### src/rtl/uart_tx_fifo_if.sv
// CPU-side register bus for the UART transmit channel (IO_UART device slot).
interface uart_tx_fifo_if;
    logic       cs;
    logic       wr;
    logic       rd;
    logic [1:0] addr;
    logic [7:0] in_data;
    logic [7:0] out_data;

    modport master (output cs, wr, rd, addr, in_data, input out_data);
    modport slave  (input cs, wr, rd, addr, in_data, output out_data);
endinterface

### src/rtl/uart_tx_fifo.sv
// Memory-mapped 8N1 UART transmitter with a byte FIFO, status/count/ctrl registers and FIFO-empty irq.
// Optional parity bit (CTRL bit2 selects odd) is compiled in when UART_TX_PARITY_EN is defined.
module uart_tx_fifo #(
    parameter int unsigned BAUD_DIV   = 87,
    parameter int unsigned FIFO_DEPTH = 8
) (
    input  logic          clk,
    input  logic          reset,
    uart_tx_fifo_if.slave bus,
    output logic          tx_out,
    output logic          irq,
    output logic          busy
);
    localparam int unsigned      PTR_W     = $clog2(FIFO_DEPTH);
    localparam int unsigned      CNT_W     = PTR_W + 1;
    localparam logic [CNT_W-1:0] DEPTH_C   = CNT_W'(FIFO_DEPTH);
    localparam logic [15:0]      BAUD_LAST = 16'(BAUD_DIV - 1);

`ifdef UART_TX_PARITY_EN
    typedef enum logic [2:0] {IDLE, START, DATA, PARITY, STOP} state_e;
`else
    typedef enum logic [1:0] {IDLE, START, DATA, STOP} state_e;
`endif

    logic [7:0]       mem_q [FIFO_DEPTH];
    logic [PTR_W-1:0] wr_ptr_q, rd_ptr_q;
    logic [CNT_W-1:0] count_q, count_d;
    logic             ovf_q, ovf_d;
    logic             irq_en_q;
    logic [7:0]       out_data_q;
    logic             irq_q;
`ifdef UART_TX_PARITY_EN
    logic             odd_q;
    logic             parity_q;
`endif

    state_e           state_q;
    logic [7:0]       shift_q;
    logic [2:0]       bit_idx_q;
    logic [15:0]      baud_q;
    logic             tx_q;
    logic             busy_q;

    logic full, empty, wr_en, rd_en, push_req, ctrl_wr, flush, push, pop, baud_last;
    logic [7:0] rd_val;

    assign full      = (count_q == DEPTH_C);
    assign empty     = (count_q == '0);
    assign wr_en     = bus.cs & bus.wr;
    assign rd_en     = bus.cs & bus.rd;
    assign push_req  = wr_en && (bus.addr == 2'd1);
    assign ctrl_wr   = wr_en && (bus.addr == 2'd2);
    assign flush     = ctrl_wr & bus.in_data[1];
    // Fullness is judged before any same-cycle pop; flush discards a same-cycle push.
    assign push      = push_req & ~full & ~flush;
    assign pop       = (state_q == IDLE) & ~empty;
    assign baud_last = (baud_q == BAUD_LAST);

    always_comb begin
        count_d = count_q;
        if (flush) begin
            count_d = '0;
        end else if (push && !pop) begin
            count_d = count_q + CNT_W'(1);
        end else if (pop && !push) begin
            count_d = count_q - CNT_W'(1);
        end
    end

    always_comb begin
        ovf_d = ovf_q;
        if (push_req && full && !flush) begin
            ovf_d = 1'b1;
        end else if (rd_en && bus.addr == 2'd0) begin
            ovf_d = 1'b0;
        end
    end

    always_comb begin
        rd_val = '0;
        case (bus.addr)
            2'd0: rd_val = {4'b0, ovf_q, empty, full, busy_q};
            2'd1: rd_val = '0;
`ifdef UART_TX_PARITY_EN
            2'd2: rd_val = {5'b0, odd_q, 1'b0, irq_en_q};
`else
            2'd2: rd_val = {7'b0, irq_en_q};
`endif
            2'd3: rd_val = 8'(count_q);
        endcase
    end

    // NOTE: FIFO storage is deliberately left out of reset; count_q alone decides which entries are valid.
    always_ff @(posedge clk) begin
        if (push) begin
            mem_q[wr_ptr_q] <= bus.in_data;
        end
    end

    always_ff @(posedge clk) begin
        if (reset) begin
            wr_ptr_q   <= '0;
            rd_ptr_q   <= '0;
            count_q    <= '0;
            ovf_q      <= 1'b0;
            irq_en_q   <= 1'b0;
            out_data_q <= '0;
            irq_q      <= 1'b0;
`ifdef UART_TX_PARITY_EN
            odd_q      <= 1'b0;
`endif
        end else begin
            count_q <= count_d;
            ovf_q   <= ovf_d;
            irq_q   <= irq_en_q & empty & ~busy_q;
            if (push) begin
                wr_ptr_q <= wr_ptr_q + PTR_W'(1);
            end
            if (flush) begin
                rd_ptr_q <= wr_ptr_q;
            end else if (pop) begin
                rd_ptr_q <= rd_ptr_q + PTR_W'(1);
            end
            if (ctrl_wr) begin
                irq_en_q <= bus.in_data[0];
`ifdef UART_TX_PARITY_EN
                odd_q    <= bus.in_data[2];
`endif
            end
            if (rd_en) begin
                out_data_q <= rd_val;
            end
        end
    end

    // tx_q lags state_q by one clock, which places the start bit two edges after the push.
    always_ff @(posedge clk) begin
        if (reset) begin
            state_q   <= IDLE;
            shift_q   <= '0;
            bit_idx_q <= '0;
            baud_q    <= '0;
            tx_q      <= 1'b1;
            busy_q    <= 1'b0;
`ifdef UART_TX_PARITY_EN
            parity_q  <= 1'b0;
`endif
        end else begin
            case (state_q)
                IDLE: begin
                    tx_q <= 1'b1;
                    if (!empty) begin
                        shift_q   <= mem_q[rd_ptr_q];
`ifdef UART_TX_PARITY_EN
                        parity_q  <= (^mem_q[rd_ptr_q]) ^ odd_q;
`endif
                        bit_idx_q <= '0;
                        baud_q    <= '0;
                        busy_q    <= 1'b1;
                        state_q   <= START;
                    end
                end
                START: begin
                    tx_q <= 1'b0;
                    if (baud_last) begin
                        baud_q  <= '0;
                        state_q <= DATA;
                    end else begin
                        baud_q <= baud_q + 16'd1;
                    end
                end
                DATA: begin
                    tx_q <= shift_q[0];
                    if (baud_last) begin
                        baud_q    <= '0;
                        shift_q   <= shift_q >> 1;
                        bit_idx_q <= bit_idx_q + 3'd1;
                        if (bit_idx_q == 3'd7) begin
`ifdef UART_TX_PARITY_EN
                            state_q <= PARITY;
`else
                            state_q <= STOP;
`endif
                        end
                    end else begin
                        baud_q <= baud_q + 16'd1;
                    end
                end
`ifdef UART_TX_PARITY_EN
                PARITY: begin
                    tx_q <= parity_q;
                    if (baud_last) begin
                        baud_q  <= '0;
                        state_q <= STOP;
                    end else begin
                        baud_q <= baud_q + 16'd1;
                    end
                end
`endif
                STOP: begin
                    tx_q <= 1'b1;
                    if (baud_last) begin
                        baud_q  <= '0;
                        busy_q  <= 1'b0;
                        state_q <= IDLE;
                    end else begin
                        baud_q <= baud_q + 16'd1;
                    end
                end
                default: begin
                    tx_q    <= 1'b1;
                    busy_q  <= 1'b0;
                    state_q <= IDLE;
                end
            endcase
        end
    end

    assign tx_out       = tx_q;
    assign busy         = busy_q;
    assign irq          = irq_q;
    assign bus.out_data = out_data_q;
endmodule

### src/flat_wrapper.sv
// flat-port wrapper written by rule: the top's interface ports become plain ports
module uart_tx_fifo_flat 
#(
    parameter int unsigned BAUD_DIV   = 87,
    parameter int unsigned FIFO_DEPTH = 8
)
  (clk, reset, tx_out, irq, busy, bus_cs, bus_wr, bus_rd, bus_addr, bus_in_data, bus_out_data);
  uart_tx_fifo_if bus_i ();
  input  logic clk;
  input  logic reset;
  output logic tx_out;
  output logic irq;
  output logic busy;
  input wire logic [$bits(bus_i.cs)-1:0] bus_cs;
  input wire logic [$bits(bus_i.wr)-1:0] bus_wr;
  input wire logic [$bits(bus_i.rd)-1:0] bus_rd;
  input wire logic [$bits(bus_i.addr)-1:0] bus_addr;
  input wire logic [$bits(bus_i.in_data)-1:0] bus_in_data;
  output wire logic [$bits(bus_i.out_data)-1:0] bus_out_data;
  assign bus_i.cs = bus_cs;
  assign bus_i.wr = bus_wr;
  assign bus_i.rd = bus_rd;
  assign bus_i.addr = bus_addr;
  assign bus_i.in_data = bus_in_data;
  assign bus_out_data = bus_i.out_data;
  uart_tx_fifo #(.BAUD_DIV(BAUD_DIV), .FIFO_DEPTH(FIFO_DEPTH)) u_core (.clk(clk), .reset(reset), .bus(bus_i), .tx_out(tx_out), .irq(irq), .busy(busy));
endmodule
### config.mk
export PLATFORM = sky130hd
export DESIGN_NAME = uart_tx_fifo_flat
export DESIGN_NICKNAME = d
export VERILOG_FILES = /design/src/rtl/uart_tx_fifo_if.sv /design/src/rtl/uart_tx_fifo.sv /design/src/flat_wrapper.sv
export SDC_FILE = /design/constraint.sdc
export NUM_CORES = 1
export LEC_CHECK = 0
export CAP_MARGIN = 0
export CORE_UTILIZATION = 40
export CTS_BUF_LIST = sky130_fd_sc_hd__clkbuf_8
export CTS_CLUSTER_DIAMETER = 120
export DETAILED_ROUTE_END_ITERATION = 8
export PLACE_DENSITY = 0.56
export SYNTH_ARGS = -nofsm -noshare
export SYNTH_HDL_FRONTEND = slang
export SYNTH_SLANG_ARGS = --single-unit
### constraint.sdc
create_clock -name clk -period 5.48 [get_ports clk]
set_clock_uncertainty 0.1 [all_clocks]
set_input_delay 1.37 -clock clk [delete_from_list [all_inputs] [get_ports clk]]
set_output_delay 1.37 -clock clk [all_outputs]
set_load 0.05 [all_outputs]
==> results.md <==
* Status: finished clean
* GP Congestion at 0.7412
* Worst-Skew Late Latency at 440 ps
* Grt ovf at 0
* Final WL at 10.38 mm
* DR top layer: met4
* Initial core utilization at 0.4082
* Leak Pwr at 2.010 nW
* Crit path kind: input port to register
* ANT nets after route at 0
* Antenna cells at 0
* Met3 Wirelength at about 330 µm
* Antenna violations before repair at 0
* Sw Ratio at 0.3357
* Crit share post-route at 0.6783
* Final nets at 465
* Max cap viols at 0
* Cts hold-fix bufs at 0
* Endpoints failing hold at 0
* Synth area leader: edfxtp_1
* Critical path capture point type: register
* Pre-Repair DR Iteration Count at 4
* Remaining DRCs at 0
* IO Pins at 26
* Largest buffer count on any clock path at 2
* Clk slew on worst S/H paths at approximately 70 ps
* Die Area at between 10000 and 15000 µm²
* Fin Setup TNS at 0 ps
* Port Buf Inserts at 21
* Met1 Routed Length at between 4 and 5 mm
* Share of Yosys cell area claimed by the top area cell type at 0.3746
* RSZ-0062 raised after global routing: no
* Root Driver: clkbuf_8
* Least-Margin Pin Slew at 877.3 ps
* Fillers at 1141
* Die width at roughly 120 µm
* Die Span Y at 115.2 µm
* Max Clock Freq at ~270 MHz
* Vias in the first global route at 3183
* Synth top area cells: edfxtp_1 (37%), dfxtp_1 (20%), mux4_2 (6.6%)
* Post-CTS setup repair buffer count at 0
* Avg WL per Cell at 16.77 µm
* CP arrival at 3990 ps
* Synth Flop Type: edfxtp_1
* CTS tree: yes
* FP Rows at 41
* Slew HR at 0.4120
* GRT Util Overall at 0.1755
* PD cells at 430.9 nW/µm²
* Htree depth at 4
* Internal power at ~1.7 mW
* Syn_area_per_cell at approximately 13 µm²
* Post-synth EDFFs at 64
* Flops & latches, synth at ~120
* Power share of the clock group at 0.308
* First-pass GRT wire length at approximately 17 mm
* Synth unique cells at 62
* Vias per cell at 5.278
* Util after Layout at 0.4690
* Top cells by count, synth: edfxtp_1 (64), dfxtp_1 (51), nand2_1 (34)
* Sequential share of the synthesized area at 0.5737
* Synthesis Warnings at 0
* # setup viols final at 0
* Share of flip-flops with an asynchronous set or reset at 0
* Worst VDD drop at 0.2121 mV
* Critical Path RT at 5750 ps
* Slew Viols, Final at 0
* Initial DRC Count at 246
* Area Growth Syn to Fin at 14.90%
* Largest net degree at the start of global routing at 23
* Resize count post-CTS at 0
* Shortest period the worst path allows at around 3700 ps
* Reported net switching power at between 0.8 and 0.9 mW
* Proportion of layout cells with a drive suffix above 1 at 0.1655
* HP Class: register to register
* Post-Synthesis Cells at 410
* Final HPWL DP at 6.734 mm
* Flop pwr share at 0.418
* Core area at 12570 µm²
* Combinational Power Share at 0.274
* Most common cell in the netlist: edfxtp_1
* Crit path max fanout at 6
* Num CTS Buffers at 17
* Via count at roughly 3300
* CP startpoint kind: input port
* Synthesized area at 5130 µm²
* Met2 wire length at 4.892 mm
* Clock Sinks at between 100 and 150
==> layout by cell type, fill, tap and decap left out, drive strengths merged, types with 5 or more instances in the layout <==
cell type	netlist	routed
edfxtp	64	64
dfxtp	51	51
nand2	34	34
nor2	26	26
a21oi	25	25
clkdlybuf4s50	0	21
clkbuf	8	17
mux4	15	15
inv	11	15
ha	14	14
nand3	9	9
mux2	9	9
nand2b	8	8
a311oi	8	8
nor4	8	8
a31oi	7	7
mux2i	7	7
a211oi	7	7
nand4	7	7
nor3	6	6
buf	15	5
clkinv	1	5
==> worst paths after layout <==
check / slack, ps / end / depth (start not counted) / from
worst max-delay path: 1760 / u_core.count_q[3]$_SDFFE_PP0P_ / 11 / bus_addr[1]
worst min-delay path: 390 / u_core.shift_q[5]$_SDFFE_PP0P_ / 2 / u_core.shift_q[6]$_SDFFE_PP0P_
worst max register to register: 2390 / u_core.count_q[3]$_SDFFE_PP0P_ / 10 / u_core.count_q[0]$_SDFFE_PP0P_
worst min register to register: 390 / u_core.shift_q[5]$_SDFFE_PP0P_ / 2 / u_core.shift_q[6]$_SDFFE_PP0P_
==> layout make-up <==
cell class / instances / area (µm²) / share of cell area
Sequential cell: 115 / 2943 / 0.4993
Inverter: 12 / 45.04 / 0.007642
Clock inverter: 14 / 155.1 / 0.02632
Clock buffer: 17 / 234.0 / 0.03969
Timing Repair Buffer: 26 / 247.7 / 0.04203
Multi-Input combinational cell: 263 / 2054 / 0.3485
Tap cell: 172 / 215.2 / 0.03651
==> logic make-up (layout without fill, tap and decap cells) <==
logic type	after synthesis	count (layout)	share of synthesized area
simple gates	126	126	0.1378
buf+inv	35	69	0.03098
compound gates	80	80	0.1076
fa+ha+maj	15	15	0.03805
other cells	1	4	0.0007310
mux	31	31	0.09927
flops	115	115	0.5737
xor+xnor	7	7	0.01195
==> power by group through the flow <==
stage	Sequential (mW)	Clock (mW)	Combinational, mW
2_1_floorplan	1.08	0	0.532
3_3_place_gp	1.08	0	0.694
3_5_place_dp	1.08	0	0.697
4_1_cts	1.06	0.797	0.701
5_1_grt	1.08	0.837	0.775
6_report	1.06	0.782	0.696
==> sequential cells by signal, summed over array words and instances, names as in the netlist, 3 cells and up, named ones only <==
signal               flops
u_core.bus.out_data      4
u_core.wr_ptr_q          3
u_core.shift_q           8
u_core.rd_ptr_q          3
u_core.mem_q            64
u_core.baud_q           16
u_core.count_q           4
u_core.bit_idx_q         3
==> metal layers <==
layer	global-route usage	up-vias
li1	-	1624
met4	0.09264	0
met1	0.2255	1590
met2	0.2751	40
met5	0	-
met3	0.04323	13
==> critical path, cell delays in order <==
cell,delay [ps]
clkdlybuf4s50_1,550
and4b_1,260
nand2b_1,260
inv_1,150
ha_1,240
inv_1,130
ha_1,250
a21o_1,180
a21oi_1,170
mux2i_1,230
mux2i_1,180
==> per-stage QoR <==
stage	hold WS, ps	std cells	area (µm²)	total power, mW	setup WS, ps
3_5_place_dp	374.0	588	5505	1.777	1326
6_report	386.5	619	5894	2.540	1763
3_3_place_gp	368.7	588	5505	1.773	1412
4_1_cts	386.7	619	5894	2.560	1803
5_1_grt	408.7	619	5894	2.687	1626
2_1_floorplan	353.4	413	5141	1.610	2186
Power figures use the tool's default switching activity.
